File: config.mk
export PLATFORM = sky130hd
export DESIGN_NAME = br_redirect_ctrl
export DESIGN_NICKNAME = d
export VERILOG_FILES = /design/src/rtl/br_redirect_ctrl.sv
export SDC_FILE = /design/constraint.sdc
export NUM_CORES = 1
export LEC_CHECK = 0
export BUFFER_PORTS_ARGS = -buffer_cell sky130_fd_sc_hd__buf_2
export CAP_MARGIN = 20
export CORE_MARGIN = 4
export CORE_UTILIZATION = 51
export DETAILED_ROUTE_END_ITERATION = 8
export PLACE_DENSITY = 0.81
export SYNTH_ARGS = -nofsm -noshare
export SYNTH_HDL_FRONTEND = slang
export SYNTH_SLANG_ARGS = --single-unit
File: constraint.sdc
create_clock -name clk -period 2.2 [get_ports clk]
set_input_delay 0.66 -clock clk [delete_from_list [all_inputs] [get_ports clk]]
set_output_delay 0.66 -clock clk [all_outputs]
set_load 0.02 [all_outputs]
File: src/rtl/br_redirect_ctrl.sv
// Branch redirect controller: takes resolved branches from EXU, flushes younger work, drains IFU, redirects fetch.
// Latency: taken branch at T -> flush at T+1 -> redir_valid at T+2 at the earliest (longer while the IFU drains).
// Backpressure: redir_valid/redir_pc are held until redir_ready; exu_stall blocks new branches until then.
module br_redirect_ctrl #(
  parameter int XLEN     = 64,
  parameter int CNT_W    = 32,
  parameter int DRAIN_TO = 255
) (
  input  logic             clk,
  input  logic             rst_n,
  input  logic             br_valid,
  input  logic             br_taken,
  input  logic [XLEN-1:0]  br_target,
  input  logic             ifu_busy,
  input  logic             redir_ready,
  output logic             flush,
  output logic             redir_valid,
  output logic [XLEN-1:0]  redir_pc,
  output logic             exu_stall,
  output logic [CNT_W-1:0] br_cnt,
  output logic [CNT_W-1:0] taken_cnt,
  output logic             drain_err
);

  // Drain counter is wide enough to hold DRAIN_TO itself.
  localparam int DW = $clog2(DRAIN_TO + 2);
  // Count value on the last busy DRAIN cycle; the next edge reaches DRAIN_TO.
  localparam logic [DW-1:0] DRAIN_LAST = DW'(DRAIN_TO - 1);
  // Redirect targets are halfword aligned, so bit 0 is always cleared.
  localparam logic [XLEN-1:0] PC_ALIGN_MASK = ~{{(XLEN-1){1'b0}}, 1'b1};

  typedef enum logic [1:0] {
    S_IDLE  = 2'd0,
    S_FLUSH = 2'd1,
    S_DRAIN = 2'd2,
    S_REDIR = 2'd3
  } state_t;

  state_t        state;
  logic [DW-1:0] drain_cnt;

  // Single FSM: state, registered control outputs, statistics and the sticky timeout flag.
  always_ff @(posedge clk or negedge rst_n) begin
    if (!rst_n) begin
      state       <= S_IDLE;
      flush       <= 1'b0;
      redir_valid <= 1'b0;
      redir_pc    <= '0;
      exu_stall   <= 1'b0;
      br_cnt      <= '0;
      taken_cnt   <= '0;
      drain_err   <= 1'b0;
      drain_cnt   <= '0;
    end else begin
      case (state)
        S_IDLE: begin
          // Only IDLE accepts resolutions; everywhere else br_valid is dropped.
          if (br_valid) begin
            br_cnt <= br_cnt + 1'b1;
            if (br_taken) begin
              taken_cnt <= taken_cnt + 1'b1;
              redir_pc  <= br_target & PC_ALIGN_MASK;
              state     <= S_FLUSH;
              flush     <= 1'b1;
              exu_stall <= 1'b1;
            end
          end
        end
        S_FLUSH: begin
          flush     <= 1'b0;
          drain_cnt <= '0;
          if (ifu_busy) begin
            state <= S_DRAIN;
          end else begin
            state       <= S_REDIR;
            redir_valid <= 1'b1;
          end
        end
        S_DRAIN: begin
          if (!ifu_busy) begin
            state       <= S_REDIR;
            redir_valid <= 1'b1;
          end else if (drain_cnt == DRAIN_LAST) begin
            // IFU never went quiet: redirect anyway and record it.
            drain_cnt   <= drain_cnt + 1'b1;
            state       <= S_REDIR;
            redir_valid <= 1'b1;
            drain_err   <= 1'b1;
          end else begin
            drain_cnt <= drain_cnt + 1'b1;
          end
        end
        S_REDIR: begin
          if (redir_ready) begin
            state       <= S_IDLE;
            redir_valid <= 1'b0;
            exu_stall   <= 1'b0;
          end
        end
        default: begin
          state       <= S_IDLE;
          flush       <= 1'b0;
          redir_valid <= 1'b0;
          exu_stall   <= 1'b0;
        end
      endcase
    end
  end

endmodule
# Yosys cells after proc, flatten, opt, wreduce, memory -nomap -nowiden
# Cells that the tools add are included.
dict set report totals {
  ff_bits 142
  inputBits 70
  elab_cells 53
}
dict set report classes {
  n_addsub 3
  eq_ne 10
  n_mux 18
  reduce_logical 13
}
# op n
set ops {}
lappend ops {{adder 32 x 1 -> 32 bit, second input constant} 2}
lappend ops {{case mux 9 bit (2 select lines)} 1}
lappend ops {{AND reduction 4 bit} 3}
lappend ops {{2-to-1 mux 2 bit} 5}
lappend ops {{inequality test 2 bit, second input constant} 5}
lappend ops {{adder 9 x 1 -> 9 bit, second input constant} 1}
lappend ops {{equality test 9 x 8 -> 1 bit, second input constant} 1}
lappend ops {{2-to-1 mux 9 bit} 1}
lappend ops {{AND reduction 3 bit} 3}
lappend ops {{case mux 2 bit (4 select lines)} 1}
lappend ops {{2-to-1 mux 1 bit} 7}
lappend ops {{nonzero test 2 bit} 3}
lappend ops {{equality test 2 bit, second input constant} 2}
lappend ops {{case mux 1 bit (2 select lines)} 2}
lappend ops {{AND reduction 2 bit} 2}
lappend ops {{inequality test 3 bit, second input constant} 1}
lappend ops {{case mux 1 bit (3 select lines)} 1}
lappend ops {{nonzero test 3 bit} 1}
lappend ops {{equality test 2 x 1 -> 1 bit, second input constant} 1}
lappend ops {{zero test 2 bit} 1}

# Logic depth before layout (Yosys ltp)
# Gate-level depths: netlist (run 1).
dict set report logic_depth {
  ltp_word 4
  depth_mapped 8
  mapped_depth_nobuf 6
}

# Worst setup path after synthesis (run 1)
# Ideal clock, no wire load.
dict set report synth_timing {
  path_type {register -> register}
  start {register state[0]}
  end {register br_cnt[22]}
  setup_time_ps 130
  t_arrival_ps 1614
  required_ps 2070
  path_slack_ps 456
  path_stages_with_launch 7
  n_path_buf 0
  synth_period_minus_slack_ps 1744
  path_cell_list {dfrtp_1 -> inv_1 -> ha_1 -> and4_1 -> nor3b_4 -> nand4_1 -> xnor2_1}
}
dict set report synth_between {
  elab_chain_len 2
}
# item line
set synth_rtl {}
lappend synth_rtl {{from (decl)} 39} ;# state_t state;
lappend synth_rtl {{from (signal assigned)} 45} ;# state <= S_IDLE;
lappend synth_rtl {{from (signal assigned)} 63} ;# state <= S_FLUSH;
lappend synth_rtl {{from (signal assigned)} 73} ;# state <= S_DRAIN;
lappend synth_rtl {{zero test 2 bit} 55} ;# case (state)
lappend synth_rtl {{AND reduction 2 bit (no source line)} -}
lappend synth_rtl {{to (signal assigned)} 59} ;# br_cnt <= br_cnt + 1'b1;
lappend synth_rtl {{to (decl)} 20} ;# output logic [CNT_W-1:0] br_cnt,
# No other way between the ends.
# A chain may end at the register's enable or synchronous reset.

# Worst setup path after layout (run 1)
dict set report layout_timing {
  start {register state[1]}
  end {register br_cnt[22]}
}
# The elaborated chain is that of the path after synthesis.

==> results of run 1 <==
-- stage by stage --
stage	instance area [um2]	worst slack, ps
after floorplan	6120	456
after CTS	7880	91.7
after global placement	7300	253
after global routing	7890	44.0
final	7890	210
after detailed placement	7300	150
-- state kept, by name (all words and copies together), names as in the netlist --
name	cells
taken_cnt	32
drain_err	1
state	2
drain_cnt	9
exu_stall	1
flush	1
br_cnt	32
redir_pc	63
redir_valid	1
-- worst reg2reg max path, cell delays in order (launching register included) --
cell,delay (ps)
sky130_fd_sc_hd__dfrtp_1,410
sky130_fd_sc_hd__inv_1,140
sky130_fd_sc_hd__ha_1,320
sky130_fd_sc_hd__and4_1,280
sky130_fd_sc_hd__nor3b_4,220
sky130_fd_sc_hd__buf_4,200
sky130_fd_sc_hd__nand4_1,140
sky130_fd_sc_hd__xnor2_1,170
-- worst min path at each step --
stage | start | to | slack, ps | cells past startpoint
floorplan | rst_n | br_cnt[0] | 360 | 0
global placement | redir_pc[63] | redir_pc[63] | 450 | 2
detailed placement | drain_err | drain_err | 450 | 2
CTS | rst_n | redir_pc[14] | 90 | 1
global route | rst_n | drain_cnt[1] | 100 | 1
finish | rst_n | drain_cnt[1] | 100 | 1
-- synth_stat cells (all sizes together) --
cell type / count / area, um2
and4: 6 / 52.6
or3: 1 / 6.26
dfrtp: 142 / 3550
clkbuf: 10 / 37.5
buf: 13 / 75.1
nand4b: 2 / 17.5
a31o: 1 / 8.76
nand2: 220 / 826
o211ai: 2 / 15.0
nor3: 10 / 60.1
a31oi: 2 / 12.5
nand4: 29 / 211
nand3: 33 / 170
o21ai: 6 / 30.0
nor2: 13 / 48.8
xor2: 11 / 96.3
xnor2: 53 / 464
inv: 8 / 30.0
mux2: 1 / 11.3
and2: 3 / 18.8
nor4: 3 / 40.0
nand2b: 2 / 12.5
conb: 1 / 3.75
mux2i: 1 / 10.0
nor3b: 1 / 18.8
o31ai: 3 / 22.5
a211oi: 2 / 15.0
a21bo: 1 / 10.0
ha: 9 / 113
a21oi: 5 / 25.0
and3: 11 / 68.8
nor2b: 2 / 12.5
or2: 4 / 25.0
-- layout make-up --
type	count	share of cell area [%]
Inverter	8	0.381
Sequential cell	142	45.0
Clock buffer	24	6.23
Clock inverter	7	1.08
Tap cell	143	2.27
Timing Repair Buffer	210	14.2
Multi-Input combinational cell	438	30.8
-- cell usage in the layout, fill, tap and decap left out, types with 8 or more instances in the layout --
master | Yosys | layout
sky130_fd_sc_hd__buf_2 | 6 | 198
sky130_fd_sc_hd__nand4_1 | 27 | 27
sky130_fd_sc_hd__dfrtp_1 | 142 | 142
sky130_fd_sc_hd__and3_1 | 11 | 10
sky130_fd_sc_hd__nand2_1 | 220 | 220
sky130_fd_sc_hd__buf_4 | 3 | 8
sky130_fd_sc_hd__clkbuf_16 | 0 | 17
sky130_fd_sc_hd__xnor2_1 | 53 | 53
sky130_fd_sc_hd__nor2_1 | 13 | 13
sky130_fd_sc_hd__nand3_1 | 32 | 32
sky130_fd_sc_hd__nor3_1 | 8 | 8
sky130_fd_sc_hd__xor2_1 | 11 | 11
sky130_fd_sc_hd__inv_1 | 8 | 8
sky130_fd_sc_hd__ha_1 | 9 | 9
-- per-layer routing --
metal	up-vias	track usage [%]	share of wire, %
met5	-	0	0
li1	2417	-	-
met4	0	6.96	1.8
met2	193	37.7	51
met3	21	7.93	7.5
met1	2423	26.4	40
-- power by group through the flow --
stage | Sequential, mW | Clock [mW] | Combinational [mW]
2_1_floorplan | 4.53 | 0 | 0.964
3_3_place_gp | 3.72 | 0 | 2.77
3_5_place_dp | 3.76 | 0 | 2.88
4_1_cts | 3.74 | 2.84 | 2.89
5_1_grt | 3.83 | 2.97 | 3.14
6_report | 3.73 | 2.79 | 2.84
-- logic make-up after synthesis --
family,after synthesis
multiplexers,2
XOR/XNOR,64
AND/OR/NAND/NOR,340
other,1
AO/OA/AOI/OAI,22
buffers and inverters,31
adder cells (fa/ha/maj),9
flip-flops,142
-- timing repair --
| action | CTS | global route |
|---|---|---|
| hold buffers | 0 | 0 |
| setup endpoints to repair | 0 | 9 |
| buffers inserted | 0 | 1 |
==> run summary, run 1 <==
The starting density of the core is 52.9%. The floorplan core area is 11,600 um2. The synthesized netlist devotes 26.0% of its cell area to simple gates.

Summed over all cells, the static leakage comes to 4.27 nW. The number of fillers in the final layout came out at 885. The TritonCTS sink count came out at 142. The maximum root-to-sink buffer count came out at 2.

The detailed placer's ending HPWL is 10,600 um. The count of instances resized after the clock tree is built came out at 0. Setup repair after global routing left no endpoint under its margin. In this run the worst setup path begins at state[1]. The mapped netlist covers 6120 um2.

At the worst endpoint, the required time is 2490 ps. The pin count of the biggest net entering global routing came out at 54. Adding up every negative setup slack in the final design gives 0 ps. The clock latency on the worst-skew pair came out at 420 ps. The share of layout cells above drive strength 1 is 30.5%. The die boundary width came out at 118 um.

The flop-to-flop setup slack is 210 ps. The critical path runs through a total of 7 cells. In the routed layout, each cell is associated on average with a via count of 5.20. The cell count after synthesis came out at 611.

The global-route wire length before repair came out at 24,800 um. The part of the cycle the worst path needs is 90.5%. The remaining antenna violation count came out at 0.

The overflow left after global routing came out at 0. The cell family contributing the most delay on the critical path is simple AND/OR/NAND/NOR gates. The detailed-route wire length per cell came out at 15.2 um.

By startpoint and endpoint, the worst setup path is classified as reg2reg. The number of antenna violations at the first check in global routing is 0. The dominant combinational cell family by area after synthesis is simple AND/OR/NAND/NOR gates. Of the post-synthesis cell area, the part taken by muxes is 0.347%. Of the total synthesized cell area, the portion taken by XOR and XNOR cells is 9.16%. The power per cell area is 1190 nW/um2. Together, buffers and inverters on the worst path number 2. The maximum clock skew at final layout is 6.47 ps. The post-synthesis cell type count is 42. The H-tree depth reported by CTS came out at 4.

The largest stage delay on the critical path is 410 ps. The finished layout holds 972 standard cells, fillers aside. The placement row count is 39.

The count of final hold-check violations is 0. The switching share of power came out at 35.6%. The die covers 13,800 um2. The final setup violation count is 0. Each instance of the synthesized netlist takes up on average 10.0 um2.

The multi-input combinational cells in the finished layout cover a total of 2430 um2. Max-cap violations in this run came to 0. The via total after detailed routing came out at 5,054. On the critical path, the stage with the largest delay is an instance of sky130_fd_sc_hd__dfrtp_1. The clock-pin slew on the worst setup and hold paths is 60 ps. The proportion of synthesized chip area in sequential cells came out at 58.0%. The clock period minus final worst setup slack came out at 1990 ps. Summing all flip-flop and latch instances after layout gives 3550 um2. The kind of end point of the critical path is a flip-flop. The worst min-delay path class is in2async.

The DRC violation count after routing came out at 0. The complex-gate fraction of the synthesized area came out at 2.27%. The worst-path maximum fanout is 9.

Per report_power, the clock group accounts for 29.8% of the total. The sequential group share of total power is 39.9%. The startpoint kind of the worst setup timing path is a flip-flop. The transition time at the pin with the least slew margin is 549 ps. Data on the critical path arrives at its endpoint at 2280 ps. The number of warnings reported in the yosys synthesis log is 0. The synthesized flop and latch total came out at 142. The run finished with clean final reports. The internal cell power is 6.03 mW. The synthesis-to-layout area growth is 28.9%. The net count after synthesis is 690. The number of DRC markers after the initial detailed-route iteration is 326. Walking the worst path, the cells encountered are inv_1, ha_1, and4_1, nor3b_4, buf_4, nand4_1, xnor2_1.

The combinational fraction of design power is 30.3%. Headroom to the max-slew limit came out at 63.0%. The total net switching power came out at 3.33 mW. The final count of pins violating max slew came to 0. The maximum frequency from static timing analysis came out at 503 MHz. The number of iterations in the first detailed-routing pass came out at 4.

The aggregate global-route resource usage came out at 22.1%. Once placement completed, the tool counted placed cells totaling 940. The wire length reported by the detailed router is 14,800 um.

The worst-case IR drop observed on VDD is 0.931 mV. The number of global-route vias before repair is 4,987. Summing internal, switching and leakage power gives 9.36 mW. The number of CTS-inserted buffers is 17. Measured along the y axis, the die boundary spans 118 um. The total number of nets in the final design came out at 896. The worst register-to-register path begins at state[1]. The core utilization of the finished layout came out at 68.2%. The worst register-to-register path has a depth of 7. The worst register-to-register path ends at br_cnt[22]. After Yosys synthesis, full adders, half adders and majority gates account for 1.84% of the synthesized area.

The root buffer cell chosen for the clock tree is sky130_fd_sc_hd__clkbuf_16. The destination of the critical timing path is br_cnt[22]. The final antenna diode count came out at 0. The final weighted congestion of routability-driven global placement came out at 0.833. Port buffering added 199 buffers. Pin placement for this block handled 202 I/O pins.

TritonCTS built the clock tree. The worst hold slack after final layout is 103 ps.
(Power assumes the default switching activity.)
==> run 2: changes to the inputs <==
- PLACE_DENSITY: 0.81 -> unset
- PLACE_DENSITY_LB_ADDON: unset -> 0.3
==> run 2 against run 1 <==
Final cell count is 0.31% higher. Combinational power hardly changed. Register-to-register slack better by 40 ps. Final area is 0.56% higher. Sequential power hardly changed. Sequential cell count stayed put. Sequential share of layout area is 0.25 points lower. Largest cell class unchanged. Power is 1.5% higher. Critical endpoint is now taken_cnt[28]. Critical path type unchanged. Die area stayed put.
==> run summary, run 2 (synthesized netlist as in run 1, its figures left out) <==
The critical path buffer and inverter count was 2 (unchanged). Among cell families on the critical path, the largest total delay comes from simple AND/OR/NAND/NOR gates. The synthesis-to-layout area growth is 29.6%. Clock tree synthesis selected as its root buffer the cell sky130_fd_sc_hd__clkbuf_16. The number of iterations in the first detailed-routing pass is 4 (unchanged). The clock period minus final worst setup slack came to 1950 ps (-38.5 ps). The wire length reported by the detailed router came out at 14,700 um (-0.41%). The final count of pins violating max slew came out at 0 (unchanged). The sequential group share of total power came out at 39.3% (-0.6 points).

The number of stages on the worst setup path came out at 7 (unchanged). The switching share of power came out at 35.1% (-0.50 points). On the critical path, the stage with the largest delay is an instance of sky130_fd_sc_hd__dfrtp_1.

The TritonCTS sink count is 142 (unchanged). The number of fillers in the final layout came out at 898 (+1.5%). The detail-routed via count per cell was 5.17 (-0.66%). The transition time at the pin with the least slew margin is 588 ps (+38.8 ps). The remaining antenna violation count came out at 0 (unchanged). The I/O pin count came to 202 (unchanged). The worst-path maximum fanout is 12 (+3). The placed cell count came out at 943 (+0.32%). The port buffer count is 199 (unchanged). The number of DRC markers after the initial detailed-route iteration came to 361 (+11%). The maximum root-to-sink buffer count is 2 (unchanged). The worst register-to-register path begins at state[0]. The final antenna diode count is 0 (unchanged). The number of CTS-inserted buffers came to 17 (unchanged). The internal cell power came out at 6.17 mW (+2.3%). The leakage power came out at 4.29 nW (+0.39%). The endpoint identified for the worst register-to-register timing path is taken_cnt[28]. The library cells used most frequently in the layout, excluding fill and tap cells, are sky130_fd_sc_hd__nand2_1, sky130_fd_sc_hd__buf_2, sky130_fd_sc_hd__dfrtp_1. The count of instances resized after the clock tree is built is 0 (unchanged). The count of final hold-check violations came out at 0 (unchanged). The number of antenna violations at the first check in global routing is 0 (unchanged).

The clock latency on the worst-skew pair came to 410 ps (about the same). The data arrival at the endpoint of the critical path is 2260 ps (-20 ps). The detailed placer's ending HPWL was 10,700 um (+0.88%). The H-tree depth reported by CTS was 4 (unchanged). The flip-flop count of the largest register after layout is 63 (unchanged).

In this run the worst setup path begins at state[0]. The die boundary width came out at 118 um (unchanged). The pin count of the biggest net entering global routing is 66 (+22%). The number of setup buffers added after CTS is 0 (unchanged). The area of the die came out at 13,800 um2 (unchanged). The largest registers in the layout are redir_pc x63, br_cnt x32, taken_cnt x32. The number of buffers inserted for hold repair after clock tree synthesis is 0 (unchanged). The overflow left after global routing is 0 (unchanged). The register with the most flip-flops in the final layout is redir_pc. The total number of nets in the final design is 898 (+0.22%).

The total of max-cap violations was 0 (unchanged). The part of the cycle the worst path needs came out at 88.7% (-1.7 points). The flop-to-flop setup slack came out at 250 ps (+40 ps). The signal on the critical path passes through inv_1, ha_1, nand3_2, nor3_2, buf_4, nand4_1, xnor2_1. The part of the power in the clock network is 30.7% (+0.9 points). The placement row count is 39 (unchanged). The combinational fraction of design power came out at 29.9% (-0.4 points). The worst endpoint required time came to 2510 ps (+20 ps). The clock-pin slew on the worst setup and hold paths is 60 ps (about the same). The most frequent standard cell in the layout excluding fill and tap cells is sky130_fd_sc_hd__nand2_1. The worst setup path is of the reg2reg kind.

The number of cells in the finished layout apart from fillers is 975 (+0.31%). The kind of end point of the critical path is a flip-flop. The number of global-route vias before repair came out at 5,195 (+4.2%). The power per cell area is 1200 nW/um2 (+0.91%). Setup repair after global routing left no endpoint under its margin. The share of layout cells above drive strength 1 came out at 30.4% (-0.11 points). TritonCTS built the clock tree.

The startpoint kind of the worst setup timing path is a flip-flop. The critical path ends at taken_cnt[28]. The final setup violation count is 0 (unchanged). The maximum frequency from static timing analysis came out at 512 MHz (+2.0%). The starting density of the core came out at 52.9% (unchanged). The total net switching power came out at 3.33 mW (about the same). The worst min-delay path class is in2async.

The via total after detailed routing was 5,036 (-0.36%). The worst max-slew margin expressed relative to the limit is 60.4% (-2.6 points). The final weighted congestion of routability-driven global placement is 0.849 (+1.9%). The number of cells on the worst reg-to-reg path came to 7 (unchanged). The peak ir drop on the vdd network is 0.833 mV (-10%). The total negative slack for setup checks came out at 0 ps (unchanged). The largest stage delay on the critical path is 420 ps (about the same). The height of the die came out at 118 um (unchanged). The DRC violation count after routing came out at 0 (unchanged). The global-route wire length before repair is 25,200 um (+1.7%).

The maximum clock skew at final layout is 7.11 ps (+0.641 ps). The floorplan core area was 11,600 um2 (unchanged). The run finished with clean final reports. The detailed-route wire length per cell is 15.1 um (-0.72%). The aggregate global-route resource usage was 22.3% (+0.17 points).
[run 2: cell count changes in the layout (fill, tap and decap cells not counted), sizes merged]
cell,before,now
buf,210,212
clkbuf,24,27
clkinv,5,1
bufinv,2,3
clkinvlp,0,1
[run 2: area by class of cell]
class | count | area [um2] | area share, %
clock buffer | 27 | 503 | 6.34
multi-input combinational | 438 | 2430 | 30.6
timing repair buffer | 212 | 1140 | 14.3
inverter | 8 | 30.0 | 0.379
clock inverter | 5 | 103 | 1.29
tap | 143 | 179 | 2.26
sequential | 142 | 3550 | 44.8
[run 2: through the flow]
step	power (mW)	hold WS [ps]	setup WS (ps)	utilization [%]	cell area, um2
after floorplan	5.50	364	456	-	6120
after CTS	9.59	201	255	68.6	7930
final	9.50	192	249	68.6	7930
after global routing	10.1	212	47.1	68.6	7930
after detailed placement	6.65	456	261	63.4	7330
after global placement	6.50	448	327	63.4	7330
[run 2: layer usage]
metal	track usage, %	wire [um]	vias to the layer above
met5	0	0	-
met4	9.01	314	0
met3	6.82	1010	29
li1	-	-	2423
met2	38.0	7540	184
met1	26.4	5850	2400
[run 2: how the worst min path moves through the flow]
| stage | startpoint | end | slack (ps) | depth (start not counted) |
|---|---|---|---|---|
| finish | rst_n | redir_pc[16] | 190 | 1 |
| global route | rst_n | br_cnt[7] | 210 | 1 |
| CTS | rst_n | redir_pc[16] | 200 | 1 |
| detailed placement | redir_pc[41] | redir_pc[41] | 460 | 2 |
| global placement | drain_err | drain_err | 450 | 2 |
| floorplan | rst_n | br_cnt[0] | 360 | 0 |
[run 2: power groups by stage]
stage,registers (mW),clock network [mW],logic [mW]
6_report,3.73,2.92,2.84
5_1_grt,3.83,3.10,3.13
4_1_cts,3.74,2.97,2.89
3_5_place_dp,3.76,0,2.89
3_3_place_gp,3.73,0,2.77
2_1_floorplan,4.53,0,0.964
